**src/rtl/paddle_pkg.sv**
```systemverilog
// Shared types, default constants and the charge-threshold helper for the paddle timer.
package paddle_pkg;

  localparam int unsigned DEF_CHANNELS   = 4;
  localparam int unsigned DEF_CNT_W      = 10;
  localparam int unsigned DEF_MIN_LINES  = 2;
  localparam int unsigned DEF_SPAN_LINES = 380;

  typedef enum logic [1:0] {
    DUMP    = 2'd0,
    CAPTURE = 2'd1,
    CHARGE  = 2'd2,
    FULL    = 2'd3
  } ch_state_e;

  // min_lines + ((pos * span_lines) >> 8), saturated to the cnt_w-bit maximum.
  function automatic int unsigned thr_calc(input logic [7:0]  pos,
                                           input int unsigned min_lines,
                                           input int unsigned span_lines,
                                           input int unsigned cnt_w);
    int unsigned prod;
    int unsigned sum;
    int unsigned max_v;
    prod  = 32'(pos) * span_lines;
    sum   = min_lines + (prod >> 8);
    max_v = (32'd1 << cnt_w) - 32'd1;
    return (sum > max_v) ? max_v : sum;
  endfunction

endpackage

```
**src/rtl/paddle_charge_ch.sv**
```systemverilog
// One paddle channel: RC charge modelled as a scanline counter against a position threshold.
module paddle_charge_ch
  import paddle_pkg::*;
#(
  parameter int unsigned CNT_W      = DEF_CNT_W,
  parameter int unsigned MIN_LINES  = DEF_MIN_LINES,
  parameter int unsigned SPAN_LINES = DEF_SPAN_LINES
) (
  input  logic       clk,
  input  logic       reset,
  input  logic       line_tick_i,
  input  logic       dump_i,
  input  logic       en_i,
  input  logic [7:0] pos_i,
  output logic       inpt_o,
  output logic       charging_c
);

  localparam logic [CNT_W-1:0] CNT_MAX = {CNT_W{1'b1}};

  ch_state_e        state_q, state_d;
  logic [CNT_W-1:0] cnt_q, cnt_d;
  logic [CNT_W-1:0] thr_q, thr_d;
  logic             inpt_q;
  logic [CNT_W:0]   cnt_inc;

  always_ff @(posedge clk) begin
    if (reset) begin
      state_q <= CAPTURE;
      cnt_q   <= '0;
      thr_q   <= '0;
      inpt_q  <= 1'b0;
    end else begin
      state_q <= state_d;
      cnt_q   <= cnt_d;
      thr_q   <= thr_d;
      inpt_q  <= (state_d == FULL) & en_i;
    end
  end

  // Next state: dump overrides every other transition, including a same-cycle tick.
  always_comb begin
    state_d = state_q;
    cnt_d   = cnt_q;
    thr_d   = thr_q;
    cnt_inc = {1'b0, cnt_q} + (CNT_W+1)'(1);
    if (dump_i) begin
      state_d = DUMP;
      cnt_d   = '0;
    end else begin
      unique case (state_q)
        DUMP: state_d = CAPTURE;
        CAPTURE: begin
          thr_d   = CNT_W'(thr_calc(pos_i, MIN_LINES, SPAN_LINES, CNT_W));
          cnt_d   = '0;
          state_d = (thr_d == '0) ? FULL : CHARGE;
        end
        CHARGE: begin
          if (line_tick_i) begin
            cnt_d = cnt_inc[CNT_W] ? CNT_MAX : cnt_inc[CNT_W-1:0];
            if (cnt_inc >= {1'b0, thr_q}) state_d = FULL;
          end
        end
        FULL: state_d = FULL;
        default: state_d = CAPTURE;
      endcase
    end
  end

  assign inpt_o     = inpt_q;
  assign charging_c = (state_d == CHARGE);

endmodule

```
**src/rtl/paddle_charge_timer.sv**
```systemverilog
// Four-channel paddle pot timer producing the INPT0-3 bit-7 levels seen by the TIA.
module paddle_charge_timer
  import paddle_pkg::*;
#(
  parameter int unsigned CHANNELS   = DEF_CHANNELS,
  parameter int unsigned CNT_W      = DEF_CNT_W,
  parameter int unsigned MIN_LINES  = DEF_MIN_LINES,
  parameter int unsigned SPAN_LINES = DEF_SPAN_LINES
) (
  input  logic                  clk,
  input  logic                  reset,
  input  logic                  line_tick,
  input  logic                  dump,
  input  logic [CHANNELS-1:0]   en,
  input  logic [8*CHANNELS-1:0] pos,
  output logic [CHANNELS-1:0]   inpt,
  output logic                  busy
);

  logic [CHANNELS-1:0] charging_c;
  logic                busy_q;

  for (genvar g = 0; g < CHANNELS; g++) begin : g_ch
    paddle_charge_ch #(
      .CNT_W      (CNT_W),
      .MIN_LINES  (MIN_LINES),
      .SPAN_LINES (SPAN_LINES)
    ) u_ch (
      .clk         (clk),
      .reset       (reset),
      .line_tick_i (line_tick),
      .dump_i      (dump),
      .en_i        (en[g]),
      .pos_i       (pos[8*g +: 8]),
      .inpt_o      (inpt[g]),
      .charging_c  (charging_c[g])
    );
  end

  always_ff @(posedge clk) begin
    if (reset) busy_q <= 1'b0;
    else       busy_q <= |charging_c;
  end

  assign busy = busy_q;

endmodule

```
**config.mk**
```make
export PLATFORM = sky130hd
export DESIGN_NAME = paddle_charge_timer
export DESIGN_NICKNAME = d
export VERILOG_FILES = /design/src/rtl/paddle_pkg.sv /design/src/rtl/paddle_charge_ch.sv /design/src/rtl/paddle_charge_timer.sv
export SDC_FILE = /design/constraint.sdc
export NUM_CORES = 1
export LEC_CHECK = 0
export ABC_AREA = 1
export BUFFER_PORTS_ARGS = -buffer_cell sky130_fd_sc_hd__buf_2
export CAP_MARGIN = 20
export CORE_ASPECT_RATIO = 0.7
export CORE_UTILIZATION = 61
export DETAILED_ROUTE_END_ITERATION = 8
export HOLD_SLACK_MARGIN = 0.1
export PLACE_DENSITY = 0.79
export SKIP_CTS_REPAIR_TIMING = 1
export SLEW_MARGIN = 10
export SYNTH_ARGS = -nofsm -noshare
export SYNTH_HDL_FRONTEND = slang
export SYNTH_SLANG_ARGS = --single-unit
```
**constraint.sdc**
```tcl
create_clock -name clk -period 10.5 [get_ports clk]
set_input_delay 0.525 -clock clk [delete_from_list [all_inputs] [get_ports clk]]
set_output_delay 0.525 -clock clk [all_outputs]
set_load 0.02 [all_outputs]
```
==> metrics.yaml <==
drtAntennaViolNets: 0
core_sq_um: 19200
first_global_vias: 10527
antenna-diode-count: 0
initial_util_pct: 63.3
detail_route.first_pass.iterations: 6
dp_hpwl_mm: 21.4
yosys.cell_types.count: 34
residual_overflow_from_global_routing: 0
worst_skew_pair.late_latency_ns: 0.35
status: "finished clean"
width_of_the_die_um: 171
timing.clock.skew_ns: 0.00894
cts_inserted_buffers: 9
netSwitchingPower_mw: 1.64
static-leakage-power_nw: 7.35
power.sequential.fraction_pct: 13.5
internal_cell_power_mw: 1.33
global_route.usage.total_pct: 27.1
netlist_top_cells_area: "ha_1 19%, dfxtp_1 15%, fa_1 14%, nand2_1 14%, inv_1 13%"
rows: 42
critPathArrivalTime_ns: 4.96
power.share.clock_pct: 10.7
unrepaired_setup_endpoints_after_global_routing: "no"
setup-violations-final: 0
grt_pass1_wl_mm: 46.3
ys.warnings.count: 0
max-cap-violations: 0
clock_tree.root_cell: "clkbuf_16"
layout-area-overhead-vs-synth_pct: 6.19
area_of_the_die_sq_um: 20500
final_layout_size_suffix_gt1_share_pct: 4.94
top_level_ports: 45
clkSlewWorstSetupHoldPaths_ns: 0.07
yosys.area.top_type: "ha_1"
worst_pin_slew_ns: 1.04
p_sw_share_pct: 55.2
kind_of_start_point_of_the_critical_path: "primary input"
cts.sinks: 93
ctsHtreeMaxLevel: 3
io_buffers: 44
vias: 10827
setup.worst_path.class: "in -> reg"
final_min_period_over_clock_period_pct: 45.1
die_h_um: 120
synth.yosys.seq_area_share_pct: 15.3
fin_nets: 2150
design_power_total_mw: 2.98
route.final.wire_length_mm: 25.4
power_per_cell_area_nw_per_um2: 231
holdWs_ns: 0.399
power.share.combinational_pct: 75.8
max_clock_freq_mhz: 211
final_count_of_pins_violating_max_slew: 0
hold_path_depth: 3
cts_max_path_buffers: 2
synthDominantCellAreaShare_pct: 19.4
critical-path-slowest-cell: "fa_1"
crit_top_cell: "nand2_1"
max-vdd-ir-drop_mv: 0.218
detail_route.drc_violations: 0
worst_ep_required_time_ns: 10.73
type_of_destination_of_the_critical_path: "flop"
synth_seq_cells: 93
rr_worst_depth: 17
route.detailed.vias_per_inst: 5.14
drt_iter0_markers: 712
final_core_utilization_pct: 67.2
final-hold-violation-count: 0
final_cell_mix: "446 x nand2_1, 432 x inv_1, 188 x ha_1, 117 x nor2_1, 101 x nand3_1"
layout.cells.most_common: "nand2_1"
grt_start_max_net_pins: 30
sum_neg_setup_slack_ns: 0
syn_nets: 2115
grt_antenna_before_repair: 0
slew_hr_pct: 29.8
cpPeakStageDelay_ns: 0.55
cts_tree: "done"
synthesis.area_per_instance_sq_um: 6.73
post_synth_instance_area_sq_um: 12100
hp-class: "in -> reg"
crit_path_max_fanout: 5
synthesized_netlist_cell_count: 1803
wl_per_cell_um: 12.0
final.min_clock_period_ns: 4.73
finalWeightedCongestion: 0.883
routing by layer:
layer / part of all wire (%) / vias up / global-route usage [%]
met4: 0.94 / 0 / 4.45
met3: 4.8 / 28 / 3.73
met5: 0 / - / 0
met1: 51 / 4892 / 38.9
met2: 44 / 235 / 43.8
li1: - / 5672 / -
cell usage after synthesis:
master and instances:
nand2_1 446, inv_1 432, ha_1 188, nor2_1 117, nand3_1 101, a21oi_1 96
dfxtp_1 93, fa_1 84, o21ai_0 73, nand4_1 33, xor2_1 24, o211ai_1 17
nand2_2 16, clkbuf_1 14, nand3b_1 8, nor3_1 8, xnor2_1 7, nor2_2 6
o21bai_1 5, buf_4 4, clkinv_1 4, inv_2 4, nor2_4 4, a211oi_1 3
buf_1 3, o21ai_1 3, o22ai_1 2, o31ai_1 2, a21oi_2 1, a221oi_1 1
a31oi_1 1, and3_1 1, o21a_1 1, o221ai_1 1
kinds of logic (layout without fill, tap and decap cells):
family / Yosys count / in the layout / synth area share, %
buffers and inverters: 461 / 501 / 14.4
AO/OA/AOI/OAI: 206 / 206 / 9.19
AND/OR/NAND/NOR: 740 / 740 / 25.6
adder cells (fa/ha/maj): 272 / 272 / 33.2
flip-flops: 93 / 93 / 15.3
XOR/XNOR: 31 / 31 / 2.24
metrics by stage:
step	area, sq um	cells	setup WS, ns
2_1_floorplan	12100	1803	6.00
3_3_place_gp	12600	2091	5.48
3_5_place_dp	12600	2091	5.39
4_1_cts	12900	2107	5.76
5_1_grt	12900	2107	5.33
6_report	12900	2107	5.77
layout make-up:
class	count	area, sq um
sequential	93	1860
multi-input combinational	1249	8540
timing repair buffer	45	228
clock buffer	11	243
tap	264	330
fill	1692	6290
inverter	440	1650
clock inverter	5	45.0
critical path, delay by kind of cell:
family	cells	cell delay, ns
adder cells (fa/ha/maj)	6	2.42
buffers and inverters	5	0.42
AND/OR/NAND/NOR	19	1.60
power by group through the flow:
stage	registers (mW)	logic, mW	clock network, mW
after floorplan	0.406	1.77	0
after global placement	0.408	2.16	0
after detailed placement	0.409	2.22	0
after CTS	0.401	2.24	0.323
after global routing	0.405	2.62	0.338
final	0.401	2.26	0.318
worst paths after layout:
check / slack, ns / endpoint / start
worst max register to register: 7.53 / g_ch[2].u_ch.state_q[0]$_SDFF_PP1_ / g_ch[2].u_ch.cnt_q[0]$_SDFFE_PP0P_
worst max-delay path: 5.77 / busy$_SDFF_PP0_ / pos[27]
worst min-delay path: 0.40 / g_ch[1].u_ch.inpt_o$_SDFF_PP0_ / en[1]
worst min register to register: 0.47 / g_ch[3].u_ch.cnt_q[5]$_SDFFE_PP0P_ / g_ch[3].u_ch.cnt_q[5]$_SDFFE_PP0P_
flip-flops by register name (all words and copies together), names as in the netlist:
signal / count
busy: 1
g_ch.u_ch.inpt_o: 4
g_ch.u_ch.state_q: 8
g_ch.u_ch.cnt_q: 40
g_ch.u_ch.thr_q: 40
Note: power is estimated with default switching activity, not from simulation.
